<file path="src/rtl/wb_arbiter_pkg.sv">
// Shared definitions for the register-file writeback path.
//   N_REG       number of architectural registers (x0 is hard-wired zero)
//   REG_ADDR_W  register index width
//   WB_DATA_W   default writeback data width
//   wb_rec_t    writeback record {waddr, wdata} at the default data width
package wb_arbiter_pkg;

  localparam int N_REG      = 32;
  localparam int REG_ADDR_W = 5;
  localparam int WB_DATA_W  = 16;

  typedef logic [REG_ADDR_W-1:0] reg_addr_t;

  typedef struct packed {
    reg_addr_t              waddr;
    logic [WB_DATA_W-1:0]   wdata;
  } wb_rec_t;

  // Writes to x0 are consumed but never reach the register file.
  function automatic logic is_x0(input reg_addr_t a);
    return a == '0;
  endfunction

endpackage

</file>
<file path="src/rtl/wb_fifo.sv">
// Synchronous FIFO buffering memory writebacks.
//   clk, arst_n  clock, asynchronous active-low reset
//   push, din    write request and data (ignored when full)
//   pop, dout    read request and head-of-queue data (ignored when empty)
//   full, empty  status, both derived from the registered occupancy count
module wb_fifo #(
  parameter int DEPTH = 4,
  parameter int WIDTH = 21
) (
  input  logic             clk,
  input  logic             arst_n,
  input  logic             push,
  input  logic [WIDTH-1:0] din,
  input  logic             pop,
  output logic [WIDTH-1:0] dout,
  output logic             full,
  output logic             empty
);

  localparam int PTR_W = $clog2(DEPTH);

  logic [WIDTH-1:0] mem [DEPTH];
  logic [PTR_W-1:0] wr_ptr;
  logic [PTR_W-1:0] rd_ptr;
  logic [PTR_W:0]   count;
  logic             do_push;
  logic             do_pop;

  assign full    = (count == (PTR_W+1)'(DEPTH));
  assign empty   = (count == '0);
  assign do_push = push & ~full;
  assign do_pop  = pop & ~empty;
  assign dout    = mem[rd_ptr];

  // Pointers are exactly log2(DEPTH) bits, so they wrap without extra logic.
  always_ff @(posedge clk or negedge arst_n) begin
    if (!arst_n) begin
      wr_ptr <= '0;
      rd_ptr <= '0;
      count  <= '0;
    end else begin
      if (do_push) wr_ptr <= wr_ptr + 1'b1;
      if (do_pop)  rd_ptr <= rd_ptr + 1'b1;
      case ({do_push, do_pop})
        2'b10:   count <= count + 1'b1;
        2'b01:   count <= count - 1'b1;
        default: count <= count;
      endcase
    end
  end

  // Storage needs no reset: an entry is only read after it has been written.
  always_ff @(posedge clk) begin
    if (do_push) mem[wr_ptr] <= din;
  end

endmodule

</file>
<file path="src/rtl/wb_arbiter.sv">
// Write-side master for the register file's single write port.
// ALU writebacks (never stalled) take priority over buffered memory
// writebacks; a pending scoreboard marks load targets not yet written.
//   clk, arst_n                      clock, asynchronous active-low reset
//   alu_valid/alu_waddr/alu_wdata    single-cycle ALU writeback
//   mem_valid/mem_ready/mem_waddr/mem_wdata  memory writeback, valid/ready
//   sb_set/sb_waddr                  decode marks a load destination pending
//   raddr_1/raddr_2 -> busy_1/busy_2 pending lookup for decode reads
//   busy_w                           pending lookup of sb_waddr (WAW check)
//   reg_write/waddr/wdata            registered register-file write port
module wb_arbiter
  import wb_arbiter_pkg::*;
#(
  parameter int DATA_W     = WB_DATA_W,
  parameter int FIFO_DEPTH = 4
) (
  input  logic                  clk,
  input  logic                  arst_n,
  input  logic                  alu_valid,
  input  logic [REG_ADDR_W-1:0] alu_waddr,
  input  logic [DATA_W-1:0]     alu_wdata,
  input  logic                  mem_valid,
  output logic                  mem_ready,
  input  logic [REG_ADDR_W-1:0] mem_waddr,
  input  logic [DATA_W-1:0]     mem_wdata,
  input  logic                  sb_set,
  input  logic [REG_ADDR_W-1:0] sb_waddr,
  input  logic [REG_ADDR_W-1:0] raddr_1,
  input  logic [REG_ADDR_W-1:0] raddr_2,
  output logic                  busy_1,
  output logic                  busy_2,
  output logic                  busy_w,
  output logic                  reg_write,
  output logic [REG_ADDR_W-1:0] waddr,
  output logic [DATA_W-1:0]     wdata
);

  localparam int REC_W = REG_ADDR_W + DATA_W;

  logic                  fifo_push;
  logic                  fifo_pop;
  logic                  fifo_full;
  logic                  fifo_empty;
  logic [REC_W-1:0]      push_rec;
  logic [REC_W-1:0]      head_rec;
  reg_addr_t             head_waddr;
  logic [DATA_W-1:0]     head_wdata;
  logic [N_REG-1:0]      pending;
  logic [N_REG-1:0]      pending_nxt;

  assign push_rec                 = {mem_waddr, mem_wdata};
  assign {head_waddr, head_wdata} = head_rec;

  assign mem_ready = ~fifo_full;
  assign fifo_push = mem_valid & ~fifo_full;
  // The FIFO only drains in cycles the ALU leaves the write port free.
  assign fifo_pop  = ~alu_valid & ~fifo_empty;

  wb_fifo #(
    .DEPTH (FIFO_DEPTH),
    .WIDTH (REC_W)
  ) u_fifo (
    .clk    (clk),
    .arst_n (arst_n),
    .push   (fifo_push),
    .din    (push_rec),
    .pop    (fifo_pop),
    .dout   (head_rec),
    .full   (fifo_full),
    .empty  (fifo_empty)
  );

  // x0 slots are consumed but keep reg_write low; address/data still load.
  always_ff @(posedge clk or negedge arst_n) begin
    if (!arst_n) begin
      reg_write <= 1'b0;
      waddr     <= '0;
      wdata     <= '0;
    end else if (alu_valid) begin
      reg_write <= ~is_x0(alu_waddr);
      waddr     <= alu_waddr;
      wdata     <= alu_wdata;
    end else if (fifo_pop) begin
      reg_write <= ~is_x0(head_waddr);
      waddr     <= head_waddr;
      wdata     <= head_wdata;
    end else begin
      reg_write <= 1'b0;
    end
  end

  // Clear is applied first so a same-edge set of the same register wins.
  // Bit 0 is forced low so the busy lookups need no x0 special case.
  always_comb begin
    pending_nxt = pending;
    if (fifo_pop) pending_nxt[head_waddr] = 1'b0;
    if (sb_set)   pending_nxt[sb_waddr]   = 1'b1;
    pending_nxt[0] = 1'b0;
  end

  always_ff @(posedge clk or negedge arst_n) begin
    if (!arst_n) pending <= '0;
    else         pending <= pending_nxt;
  end

  assign busy_1 = pending[raddr_1];
  assign busy_2 = pending[raddr_2];
  assign busy_w = pending[sb_waddr];

endmodule

</file>
<file path="config.mk">
export PLATFORM = sky130hd
export DESIGN_NAME = wb_arbiter
export DESIGN_NICKNAME = d
export VERILOG_FILES = /design/src/rtl/wb_arbiter_pkg.sv /design/src/rtl/wb_fifo.sv /design/src/rtl/wb_arbiter.sv
export SDC_FILE = /design/constraint.sdc
export NUM_CORES = 1
export LEC_CHECK = 0
export ABC_AREA = 1
export CORE_AREA = 2 2 115 117
export DETAILED_ROUTE_END_ITERATION = 10
export DIE_AREA = 0 0 117 119
export PLACE_DENSITY = 0.79
export SLEW_MARGIN = 15
export SYNTH_ARGS = -nofsm -noshare
export SYNTH_HDL_FRONTEND = slang
export SYNTH_SLANG_ARGS = --single-unit
</file>
<file path="constraint.sdc">
create_clock -name clk -period 2.28 [get_ports clk]
set_input_delay 0.456 -clock clk [delete_from_list [all_inputs] [get_ports clk]]
set_output_delay 0.456 -clock clk [all_outputs]
set_load 0.02 [all_outputs]
</file>
==> Yosys cells after proc, flatten, opt, wreduce, memory -nomap -nowiden <==
Memories as Yosys holds them, arrays and structs flattened.
Cells that the tools add are included.
{ "totals": {"register_bits": 60, "ramBits": 84, "output_inout_bits": 26, "memories": 1} }
{ "mem_list": {"columns": ["memory", "depth", "word_bits", "rd", "rd_ports_with_merged_regs", "write_ports", "line_no", "text"], "rows": [
  ["u_fifo.mem", 4, 21, 1, 0, 1, "wb_fifo.sv:22", "logic [WIDTH-1:0] mem [DEPTH];"]
]} }
{ "classes": {"add_sub_neg": 4, "magnitude_cmp": 6, "n_eq_ne": 3, "mux": 21, "n_bitwise": 12, "n_reduce_logical": 7} }
{ "op_table": {"columns": ["operator", "n"], "rows": [
  ["32-bit two-way mux", 2],
  ["32-bit bitwise AND", 1],
  ["16-bit two-way mux", 2],
  ["32-bit inverter", 1],
  ["32-bit bitwise OR", 1],
  ["5-bit by 6-bit < comparator with 1-bit output, second input constant", 4],
  ["1-bit binary-select mux with 5-bit select", 3],
  ["1-bit demux with 5-bit select", 2],
  ["5-bit by 1-bit >= comparator with 1-bit output, second input constant", 2],
  ["5-bit logical NOT", 2],
  ["5-bit two-way mux", 2],
  ["1-bit two-way mux", 9],
  ["3-bit one-hot mux with 2 select lines", 1],
  ["1-bit inverter", 5],
  ["2-bit by 1-bit adder with 2-bit output, second input constant", 2],
  ["1-bit bitwise AND", 4],
  ["2-bit nonzero test", 2],
  ["3-bit by 1-bit adder with 3-bit output, second input constant", 1],
  ["3-bit equality test, second input constant", 1],
  ["3-bit logical NOT", 1],
  ["3-bit by 1-bit subtractor with 3-bit output, second input constant", 1],
  ["2-bit by 1-bit equality test with 1-bit output, second input constant", 1],
  ["2-bit equality test, second input constant", 1],
  ["1-bit logical AND", 2]
]} }

==> Longest topological paths before layout <==
An unclocked memory read counts as a cell.
{ "logic_depth": {"word_depth": 10, "depth_mapped": 11, "mapped_depth_nobuf": 10} }

==> By module <==
Synthesis repeated with hierarchy kept, for this count alone.
{ "unflattened": {"cells_unflattened": 772, "area_unflattened_um2": 7139.3} }
{ "by_module_without_submodules": {"columns": ["mod", "n_inst", "cells_each", "area_each_um2", "seq_area_each_um2"], "rows": [
  ["wb_fifo", 1, 306, 3922.5, 2697.6],
  ["wb_arbiter", 1, 466, 3216.8, 1326.3]
]} }

==> Worst setup path after synthesis <==
OpenSTA, ideal clock, no wires.
{ "synth_timing": {"path_kind": "register -> register", "from": "reg u_fifo.count[0]", "to": "mem u_fifo.mem[0][0], enable pin", "arrival_ps": 1743, "path_slack_ps": 138, "path_stages_with_launch": 5, "path_cell_list": "dfrtp_1 nor2_1 nand2_1 nand2_1 nor2_1"} }
{ "synth_via": {"elab_chain_cells": 6} }
{ "synth_rtl": {"columns": ["element", "line_no", "text"], "rows": [
  ["start: declaration", "wb_fifo.sv:25", "logic [PTR_W:0] count;"],
  ["start signal: assignment", "wb_fifo.sv:45", "2'b10: count <= count + 1'b1;"],
  ["start signal: assignment", "wb_fifo.sv:46", "2'b01: count <= count - 1'b1;"],
  ["start signal: assignment", "wb_fifo.sv:47", "default: count <= count;"],
  ["3-bit equality test (*)", "wb_fifo.sv:29", "assign full = (count == (PTR_W+1)'(DEPTH));"],
  ["1-bit inverter (*)", null, null],
  ["via mem_ready", "wb_arbiter.sv:23", "output logic mem_ready,"],
  ["1-bit bitwise AND", "wb_arbiter.sv:55", "assign fifo_push = mem_valid & ~fifo_full;"],
  ["1-bit bitwise AND (*)", "wb_fifo.sv:31", "assign do_push = push & ~full;"],
  ["1-bit two-way mux (*)", "wb_fifo.sv:54", "if (do_push) mem[wr_ptr] <= din;"],
  ["1-bit two-way mux (implied by the code) (*)", "wb_fifo.sv:54", null],
  ["end: declaration", "wb_fifo.sv:22", null]
]} }
The timed path passes the listed nets; every way through them passes the cells marked *.

==> Final worst setup path <==
{ "layout_timing": {"from": "reg pending[5]", "to": "out busy_w"} }
{ "layout_via": {"elab_chain_cells": 2} }
{ "layout_rtl": {"columns": ["element", "line_no", "text"], "rows": [
  ["start: declaration", "wb_arbiter.sv:48", "logic [N_REG-1:0] pending;"],
  ["start signal: assignment", "wb_arbiter.sv:103", "else pending <= pending_nxt;"],
  ["1-bit binary-select mux with 5-bit select", "wb_arbiter.sv:108", "assign busy_w = pending[sb_waddr];"],
  ["1-bit two-way mux (implied by the code)", "wb_arbiter.sv:108", null],
  ["end: declaration", "wb_arbiter.sv:32", "output logic busy_w,"]
]} }
No other way between the ends. The select of a mux whose other input is x is not followed.

==> summary.md <==
| Metric | Value |
|---|---|
| Outcome | `completed` |
| Worst EP required | `1.82 ns` |
| DRC Markers | `0` |
| Slew @ Worst Pin | `0.547 ns` |
| Initial antenna violation count | `0` |
| Setup TNS | `0 ns` |
| Worst vdd ir | `961 uV` |
| Top cell type's share of synthesized area | `36.3%` |
| RSZ-0062 raised after global routing | `false` |
| CP Launch Type | `flip-flop` |
| Largest net degree at the start of global routing | `61` |
| Total number of vias | `6112` |
| Die ar. | `13900 sq um` |
| Largest cells by area after synthesis | `edfxtp_1 36%, dfrtp_1 22%, nand2_1 13%, o21ai_0 5.3%, nand3_1 4.5%` |
| Slew HR | `63.1%` |
| Per-cell routed wire length | `18.0 microns` |
| Hold-fix buffers, CTS | `0` |
| Critical path buffer and inverter count | `2` |
| Vias in the first global route | `5919` |
| Synth area leader | `edfxtp_1` |
| Worst hold path class | `input port to asynchronous set/reset pin` |
| Antenna viol nets, final | `0` |
| Seq/Total Area, Yosys | `57.9%` |
| DRT Wirelength | `19700 microns` |
| Final worst setup slack | `0.0971 ns` |
| CP most frequent cell | `nand2_1` |
| Initial DRC count | `626` |
| Worst r2r dst | `u_fifo.count[2]` |
| R2R depth | `9` |
| Pwr Density | `1260 nW/um^2` |
| Setup CP Type | `flip-flop to output pin` |
| Crit end category | `output pin` |
| FMAX | `458 MHz` |
| Syn Std Cell Area | `6950 sq um` |
| CP Max Fanout | `3` |
| Boundary Pins | `88` |
| Row cnt | `42` |
| Final hold vios | `0` |
| CTS clk-pin slew, worst paths | `0.07 ns` |
| Final setup viols | `0` |
| Syn Inst Count | `777` |
| Nets | `973` |
| Dpl ws | `-0.545 ns` |
| CTS tree | `built` |
| CP arrival | `1.73 ns` |
| Yosys Warn Count | `0` |
| Diode count | `0` |
| Core Region | `12900 sq um` |
| Pins Over Slew Limit | `0` |
| Worst R2R Start | `u_fifo.count[1]` |
| Post-Syn Nets | `845` |
| Initial Util | `54.0%` |
| Fin crit share | `95.7%` |
| Dpl hpwl | `13300 microns` |
| R2r setup slk | `0.20 ns` |
| Grt ovf | `0` |
| Number of max-cap violations | `0` |
| Global-route wire length before repair | `30500 microns` |
| Inserted Clock Buffers | `17` |
| Worst-Skew Late Latency | `0.43 ns` |
| Asr flop ratio synth | `41.7%` |
| Die Ht | `119 microns` |
| Clock Skew | `0.0135 ns` |
| Routability Congestion | `0.996` |
| Overall Power | `11300 uW` |
| Post-synth EDFFs | `84` |
| H-tree levels | `4` |
| Share of cells above drive strength 1 | `15.1%` |
| Synthesized area per cell | `8.95 sq um` |
| Crit-path cells | `inv_2, o21ai_0, o21ai_1, nand2_1, nor2_1, nand2_1, clkdlybuf4s15_2` |
| Slowest-stage cell, CP | `dfrtp_1` |
| Final min period | `2.18 ns` |
| Filler cells | `986` |
| Top FF cell, synth | `edfxtp_1` |
| Static Leak | `0.00375 uW` |
| Vias/cell | `5.59` |
| Seq cells post-synth | `144` |
| Tot GR Track Use | `29.5%` |
| DR pass1 iterations | `6` |
| Root buffer cell | `clkbuf_16` |
| Max incr delay on CP | `0.40 ns` |
| Clock sink count | `144` |
| CP top delay family | `flip-flops` |
| CTS max path bufs | `2` |
| Synth cell types | `30` |
| Die width | `117 microns` |
| Port bufs | `87` |
| Area grow syn2layout | `29.1%` |
==> report_power, final <==
| part | switching, uW | total [uW] | internal (uW) |
|---|---|---|---|
| clock network | 1120 | 2750 | 1630 |
| registers | 700 | 4310 | 3610 |
| logic | 2730 | 4280 | 1550 |
==> worst register-to-register path, delay by kind of cell (launching register included) <==
kind	cells	cell delay, ns
XOR/XNOR	1	0.16
buffers and inverters	1	0.07
adder cells (fa/ha/maj)	2	0.55
flip-flops	1	0.40
AND/OR/NAND/NOR	3	0.51
AO/OA/AOI/OAI	2	0.25
==> layout by cell type, fill, tap and decap left out, types with 2 or more instances in the layout <==
| cell type | synthesis | routed |
|---|---|---|
| nor2_2 | 1 | 5 |
| inv_1 | 34 | 27 |
| dlymetal6s2s_1 | 0 | 4 |
| dlygate4sd2_1 | 0 | 2 |
| clkdlybuf4s50_1 | 0 | 75 |
| nor3_1 | 10 | 3 |
| bufinv_16 | 0 | 2 |
| clkinvlp_4 | 0 | 3 |
| nand2_2 | 11 | 11 |
| inv_6 | 0 | 5 |
| clkbuf_16 | 0 | 17 |
| clkbuf_2 | 0 | 3 |
| ha_1 | 5 | 5 |
| nor2_1 | 80 | 76 |
| dfrtp_1 | 60 | 59 |
| nand2_4 | 3 | 3 |
| o211ai_1 | 3 | 3 |
| buf_4 | 2 | 43 |
| o21ai_1 | 46 | 48 |
| buf_12 | 0 | 7 |
| edfxtp_1 | 84 | 84 |
| nor3_2 | 1 | 7 |
| a21oi_1 | 4 | 4 |
| inv_2 | 4 | 11 |
| nand3_1 | 63 | 63 |
| nand4_1 | 6 | 6 |
| nand3_2 | 8 | 8 |
| xor2_1 | 3 | 3 |
| buf_6 | 5 | 2 |
| buf_2 | 13 | 2 |
| o21ai_0 | 73 | 71 |
| nor2_4 | 3 | 3 |
| nand2_1 | 240 | 240 |
==> final cells by class <==
cell class	instances	area, sq um	share of cell area, %
Clock inverter	14	155	1.73
Multi-Input combinational cell	564	2660	29.6
Inverter	39	149	1.66
Clock buffer	18	429	4.78
Timing Repair Buffer	139	1340	14.9
Sequential cell	144	4030	44.8
Tap cell	176	220	2.45
==> worst max-delay path by stage <==
stage                    startpoint                to  slack (ns)  cells after the start
floorplan           u_fifo.count[0]  u_fifo.mem[0][0]        0.14                      4
global placement        sb_waddr[4]            busy_w       -0.50                      8
finish                   pending[5]            busy_w         0.1                      7
global route             pending[1]            busy_w       0.004                      7
detailed placement      sb_waddr[1]            busy_w       -0.54                     10
CTS                     sb_waddr[4]            busy_w       -0.07                      7
==> what timing repair did <==
action                     4_1_cts  5_1_grt
setup endpoints to repair        3        4
pin swaps                        1        1
gates resized for setup         26       16
gates cloned                     0        0
buffers inserted                 0        1
==> synth_stat cells, types with 4 or more instances <==
library cell and number:
nand3_1 63, nand4_1 6, buf_6 5, o21ai_1 46
ha_1 5, nand3_2 8, inv_2 4, edfxtp_1 84
nand2_1 240, nand2_2 11, nor3_1 10, clkbuf_1 10
dfrtp_1 60, a21oi_1 4, buf_2 13, inv_1 34
o21ai_0 73, nor2_1 80
==> sequential cells by signal, indices dropped and copies added (netlist names) <==
name / cells
u_fifo.mem: 84
wdata: 16
pending: 31
reg_write: 1
u_fifo.rd_ptr: 2
u_fifo.count: 3
waddr: 5
u_fifo.wr_ptr: 2
==> routing by layer <==
metal | GRT usage [%] | part of all wire, %
met3 | 6.06 | 7.4
met1 | 38.5 | 40
met4 | 12.1 | 3.0
met5 | 0 | 0
met2 | 48.0 | 50
==> per-stage QoR <==
stage | hold WS [ns] | util, % | std cells | area [sq um]
after global placement | 0.465 | 64.8 | 1061 | 8350
final | 0.0229 | 69.7 | 1094 | 8980
after detailed placement | 0.471 | 64.8 | 1061 | 8350
after floorplan | 0.160 | - | 777 | 6950
after global routing | 0.0606 | 69.7 | 1094 | 8980
after CTS | 0.0359 | 69.7 | 1093 | 8970
==> kinds of logic (layout without fill, tap and decap cells) <==
kind of cell,Yosys count,in the layout,share of synthesized area [%]
AOI/OAI and AO/OA,127,127,9.29
xor gates and xnor gates,4,4,0.504
adders and majority gates,6,6,1.19
buffers and inverters,69,210,4.64
DFF,144,144,57.9
and+or+nand+nor,427,427,26.5
Note: power is estimated with default switching activity, not from simulation.
